[src/rtl/aes_pkg.sv]
// Shared types and constants for the AES block packer: FSM states, block size
// and byte-index width.
package aes_pkg;

  localparam int BLK_BYTES = 16;
  localparam int IDX_W     = 4;

  typedef enum logic [1:0] {
    FILL   = 2'd0,
    LAUNCH = 2'd1,
    WAIT   = 2'd2
  } state_e;

endpackage

[src/rtl/aes_byte_shifter.sv]
// 16x8 block buffer with indexed byte write and synchronous clear.
// blk_o shows the contents including the write of this cycle.
module aes_byte_shifter
  import aes_pkg::*;
(
  input  logic                   clock,
  input  logic                   clr_i,
  input  logic                   wr_en_i,
  input  logic [IDX_W-1:0]       wr_idx_i,
  input  logic [7:0]             wr_data_i,
  output logic [8*BLK_BYTES-1:0] blk_o
);

  logic [BLK_BYTES-1:0][7:0] buf_q;
  logic [BLK_BYTES-1:0][7:0] buf_d;

  always_comb begin
    buf_d = buf_q;
    if (wr_en_i) begin
      buf_d[wr_idx_i] = wr_data_i;
    end
  end

  // Byte 0 is the most significant byte of the block.
  always_comb begin
    blk_o = '0;
    for (int i = 0; i < BLK_BYTES; i++) begin
      blk_o[8*BLK_BYTES-1-8*i -: 8] = buf_d[i];
    end
  end

  always_ff @(posedge clock) begin
    if (clr_i) begin
      buf_q <= '0;
    end else begin
      buf_q <= buf_d;
    end
  end

endmodule

[src/rtl/aes_block_packer.sv]
// Packs a byte stream into 128-bit blocks and hands each one, with the key,
// to the Encryption core; holds them until the core reports completion.
module aes_block_packer
  import aes_pkg::*;
#(
  parameter int CNT_W = 16
) (
  input  logic             clock,
  input  logic             reset_n,
  input  logic [7:0]       in_data,
  input  logic             in_valid,
  input  logic             in_last,
  output logic             in_ready,
  input  logic [127:0]     key_in,
  input  logic             enc_valid_flag,
  output logic             start,
  output logic [127:0]     key,
  output logic [127:0]     plain_text,
  output logic             busy,
  output logic [CNT_W-1:0] blk_count,
  output logic             pad_flag
);

  // Bit 127 here is the core's bit 0 (MSB) for key and plain_text.
  state_e           state_q, state_d;
  logic [IDX_W-1:0] idx_q;
  logic [127:0]     plain_text_q, key_q;
  logic             start_q, busy_q, pad_q, seen_low_q;
  logic [CNT_W-1:0] blk_count_q;

  logic             accept, launch, complete, last_byte;
  logic [127:0]     blk_next;

  assign last_byte = (idx_q == IDX_W'(BLK_BYTES - 1));
  assign accept    = in_valid & in_ready;

  always_comb begin
    state_d  = state_q;
    in_ready = 1'b0;
    launch   = 1'b0;
    complete = 1'b0;
    unique case (state_q)
      FILL: begin
        in_ready = 1'b1;
        if (in_valid && (in_last || last_byte)) begin
          launch  = 1'b1;
          state_d = LAUNCH;
        end
      end
      LAUNCH: state_d = WAIT;
      WAIT: begin
        // A flag left high from the previous block must drop before it counts.
        if (enc_valid_flag && seen_low_q) begin
          complete = 1'b1;
          state_d  = FILL;
        end
      end
      default: state_d = FILL;
    endcase
  end

  always_ff @(posedge clock) begin
    if (!reset_n) begin
      state_q <= FILL;
    end else begin
      state_q <= state_d;
    end
  end

  aes_byte_shifter u_shifter (
    .clock     (clock),
    .clr_i     (launch | ~reset_n),
    .wr_en_i   (accept),
    .wr_idx_i  (idx_q),
    .wr_data_i (in_data),
    .blk_o     (blk_next)
  );

  always_ff @(posedge clock) begin
    if (!reset_n) begin
      idx_q        <= '0;
      plain_text_q <= '0;
      key_q        <= '0;
      start_q      <= 1'b0;
      busy_q       <= 1'b0;
      pad_q        <= 1'b0;
      seen_low_q   <= 1'b0;
      blk_count_q  <= '0;
    end else begin
      if (accept) begin
        idx_q <= launch ? '0 : idx_q + IDX_W'(1);
      end
      if (launch) begin
        plain_text_q <= blk_next;
        key_q        <= key_in;
        start_q      <= 1'b1;
        busy_q       <= 1'b1;
        pad_q        <= in_last & ~last_byte;
        seen_low_q   <= 1'b0;
      end else if (state_q != FILL && !enc_valid_flag) begin
        seen_low_q <= 1'b1;
      end
      if (complete) begin
        start_q     <= 1'b0;
        busy_q      <= 1'b0;
        blk_count_q <= blk_count_q + CNT_W'(1);
      end
    end
  end

  assign start      = start_q;
  assign key        = key_q;
  assign plain_text = plain_text_q;
  assign busy       = busy_q;
  assign blk_count  = blk_count_q;
  assign pad_flag   = pad_q;

endmodule

[config.mk]
export PLATFORM = sky130hd
export DESIGN_NAME = aes_block_packer
export DESIGN_NICKNAME = d
export VERILOG_FILES = /design/src/rtl/aes_pkg.sv /design/src/rtl/aes_byte_shifter.sv /design/src/rtl/aes_block_packer.sv
export SDC_FILE = /design/constraint.sdc
export NUM_CORES = 1
export LEC_CHECK = 0
export CAP_MARGIN = 5
export CORE_UTILIZATION = 35
export DETAILED_ROUTE_END_ITERATION = 16
export HOLD_SLACK_MARGIN = 0.12
export PLACE_DENSITY = 0.66
export SYNTH_ARGS = -nofsm -noshare
export SYNTH_HDL_FRONTEND = slang
export SYNTH_SLANG_ARGS = --single-unit
[constraint.sdc]
create_clock -name clock -period 2.2 [get_ports clock]
set_input_delay 0.33 -clock clock [delete_from_list [all_inputs] [get_ports clock]]
set_output_delay 0.33 -clock clock [all_outputs]
set_load 0.01 [all_outputs]
==> impl_metrics.ini <==
[synthesis]
syn_avg_cell_area_sq_um = 11.7
synth_area_leader_cell = dfxtp_1
yosysSeqAreaShare_pct = 60.2
synthesis.area_sq_um = 13600
yosys.area.top_type_share_pct = 60.2
synth_warnings = 0
ys_types = 47
syn_nets = 1305
synthCells = 1159
synth_async_sr_flop_share_pct = 0
synth-seq-cells = 409
synth_flop_cell = dfxtp_1
synth-edff-count = 0
yosys-top-cells-area = dfxtp_1, mux2i_1, a22o_1

[power]
p_int_w = 0.0129
p_sw_share_pct = 22.5
p_sw_w = 0.00374
p_leak_nw = 7.31
peakVddDrop_v = 0.000499
power_density_nw_per_um2 = 821
p_clk_share_pct = 46.1
p_seq_share_pct = 46.0
power_w = 0.0167
p_comb_share_pct = 7.9

[route]
first_pass_iters = 5
wl_per_cell_microns = 19.2
dr_total_vias = 10500
ant_nets = 0
drt-total-wl_microns = 40900
routed_via_density = 4.92
drc_errors = 0
drtIter0Drc = 525

[status]
status = complete, no violations

[sta]
finalSetupViolCount = 0
hold_viol = 0
fin_crit_sh_pct = 95.4
tightest_slew_ns = 0.477
layout_min_cycle_time_ns = 2.10
setup_tns_ns = 0
rsz0062_at_grt = no
fmax_mhz = 476
fin_skew_ns = 0.0199
max_slew_margin_pct = 68.2
finalMaxSlewViolations = 0

[placement]
hpwlAfterDp_microns = 28000
place.gp.congestion = 0.780
dp_cells = 2052
portBuffers = 416

[worst_setup_path]
end_kind = output pin
cp_max_fo = 10
slowest_delay_ns = 0.59
worstPathCellList = nor2_2 -> clkdlybuf4s50_1
cp.arrival_ns = 1.77
cpMaxStageDelayCell = clkdlybuf4s50_1
worstSetupPathType = reg2out
start_kind = register
critPathRequiredTime_ns = 1.87

[floorplanning]
core.rowCount = 71
die_w_microns = 199
core_area_sq_um = 37900
chipHeight_microns = 199
ioPinCount = 417
start_util_pct = 35.9
design.die.area_sq_um = 39700

[cells_and_area]
nets = 1732
layout_commonest_cell = clkdlybuf4s50_1
final_cells = 2130
layout.cells.most_common_list = clkdlybuf4s50_1, dfxtp_1, nor2_1
regArea_sq_um = 8190
num-fill-cells = 3278
antenna_cells = 0
drive_gt1_share_pct = 9.51
multi_input_area_sq_um = 4960
syn_to_final_growth_pct = 49.0

[clocking]
cts_buffers = 43
clockBufferDepth = 3
insertion_delay_ns = 0.58
hold_buffers = 0
cts-root-buf = clkbuf_16
h-tree-depth = 2
clk_pin_slew_worst_paths_ns = 0.06
tritoncts = built
cts.sinks = 409

[run]
drv_cap = 0

[global_routing]
grt_util_all_layers_pct = 20.1
grt_first_pass_wirelength_microns = 61600
grt_max_degree = 102
antenna_found_initial = 1
grt_pass1_vias = 10400
grt_overflow = 0

[hold_path]
hold_class = in2reg
==> layout make-up <==
cell class	instances	share of cell area [%]
sequential	409	40.4
multi-input combinational	651	24.5
timing repair buffer	474	24.4
clock buffer	60	6.07
tap	511	3.15
clock inverter	18	1.41
inverter	7	0.142
==> cell usage after synthesis (2+ instances only) <==
cell / instances
o21ai_0: 8
buf_4: 13
or4b_1: 2
and2_1: 9
nand3_1: 4
nand4bb_1: 2
nor2_4: 3
xor2_1: 4
buf_1: 6
nor2_2: 3
nor3_1: 4
nor2_1: 141
a22o_1: 128
nand4_1: 5
o2bb2ai_1: 120
nand2_1: 33
mux2i_1: 122
nand2b_1: 2
or4_1: 3
or3_1: 2
nor2_8: 9
buf_2: 41
ha_1: 5
xnor2_1: 7
a21oi_1: 7
nor4_1: 3
dfxtp_1: 409
clkbuf_1: 31
inv_1: 6
a31oi_1: 10
==> final timing paths <==
path | start | to | slack (ns) | depth (start not counted)
worst max-delay path | state_q[1] | in_ready | 0.10 | 2
worst min register to register | u_shifter.buf_q[120] | u_shifter.buf_q[120] | 0.46 | 1
worst max register to register | state_q[1] | plain_text[47] | 0.21 | 5
worst min-delay path | key_in[28] | key[28] | 0.36 | 2
==> cells by family after synthesis <==
family | synth area share [%]
and+or+nand+nor | 8.82
DFF | 60.2
muxes | 8.98
AOI/OAI and AO/OA | 17.3
buffers and inverters | 3.52
xor gates and xnor gates | 0.708
adders and majority gates | 0.460
==> per-layer routing <==
metal,up-vias,wire (microns),global-route usage [%]
met5,-,0,0
met4,0,1030,6.87
met3,63,2710,4.89
met2,334,19300,32.4
met1,5029,17900,26.3
li1,5044,-,-
==> state kept, by name, indices dropped and copies added, names as in the netlist <==
signal and count:
blk_count 16, busy 1, idx_q 4, key 128, pad_flag 1, plain_text 128, seen_low_q 1, state_q 2
u_shifter.buf_q 128
==> power groups by stage <==
stage	clock [W]	sequential, W	combinational [W]
after floorplan	0	0.00786	0.000462
after global routing	0.00821	0.00767	0.00139
final	0.00768	0.00765	0.00131
after CTS	0.00790	0.00765	0.00132
after detailed placement	0	0.00781	0.00132
after global placement	0	0.00781	0.00131
==> repair_timing <==
| action | 4_1_cts | 5_1_grt |
|---|---|---|
| gates resized for setup | 1 | 1 |
| setup buffers | 0 | 0 |
| cloned | 0 | 0 |
| endpoints found under the setup margin | 1 | 9 |
==> worst max-delay path: cells and delay by family, from the launching register on <==
family                 cells  cell delay [ns]
DFF                        1             0.42
and+or+nand+nor            1             0.20
buffers and inverters      1             0.59
==> metrics by stage <==
step / area (sq um) / setup slack (ns) / hold WS (ns) / util, %
floorplan: 13600 / 0.375 / 0.430 / -
global placement: 18800 / 0.0756 / 0.444 / 49.4
detailed placement: 18800 / 0.0394 / 0.446 / 49.4
CTS: 20300 / 0.0475 / 0.320 / 53.4
global route: 20300 / 0.00828 / 0.344 / 53.4
finish: 20300 / 0.101 / 0.356 / 53.4
Power figures use the tool's default switching activity.
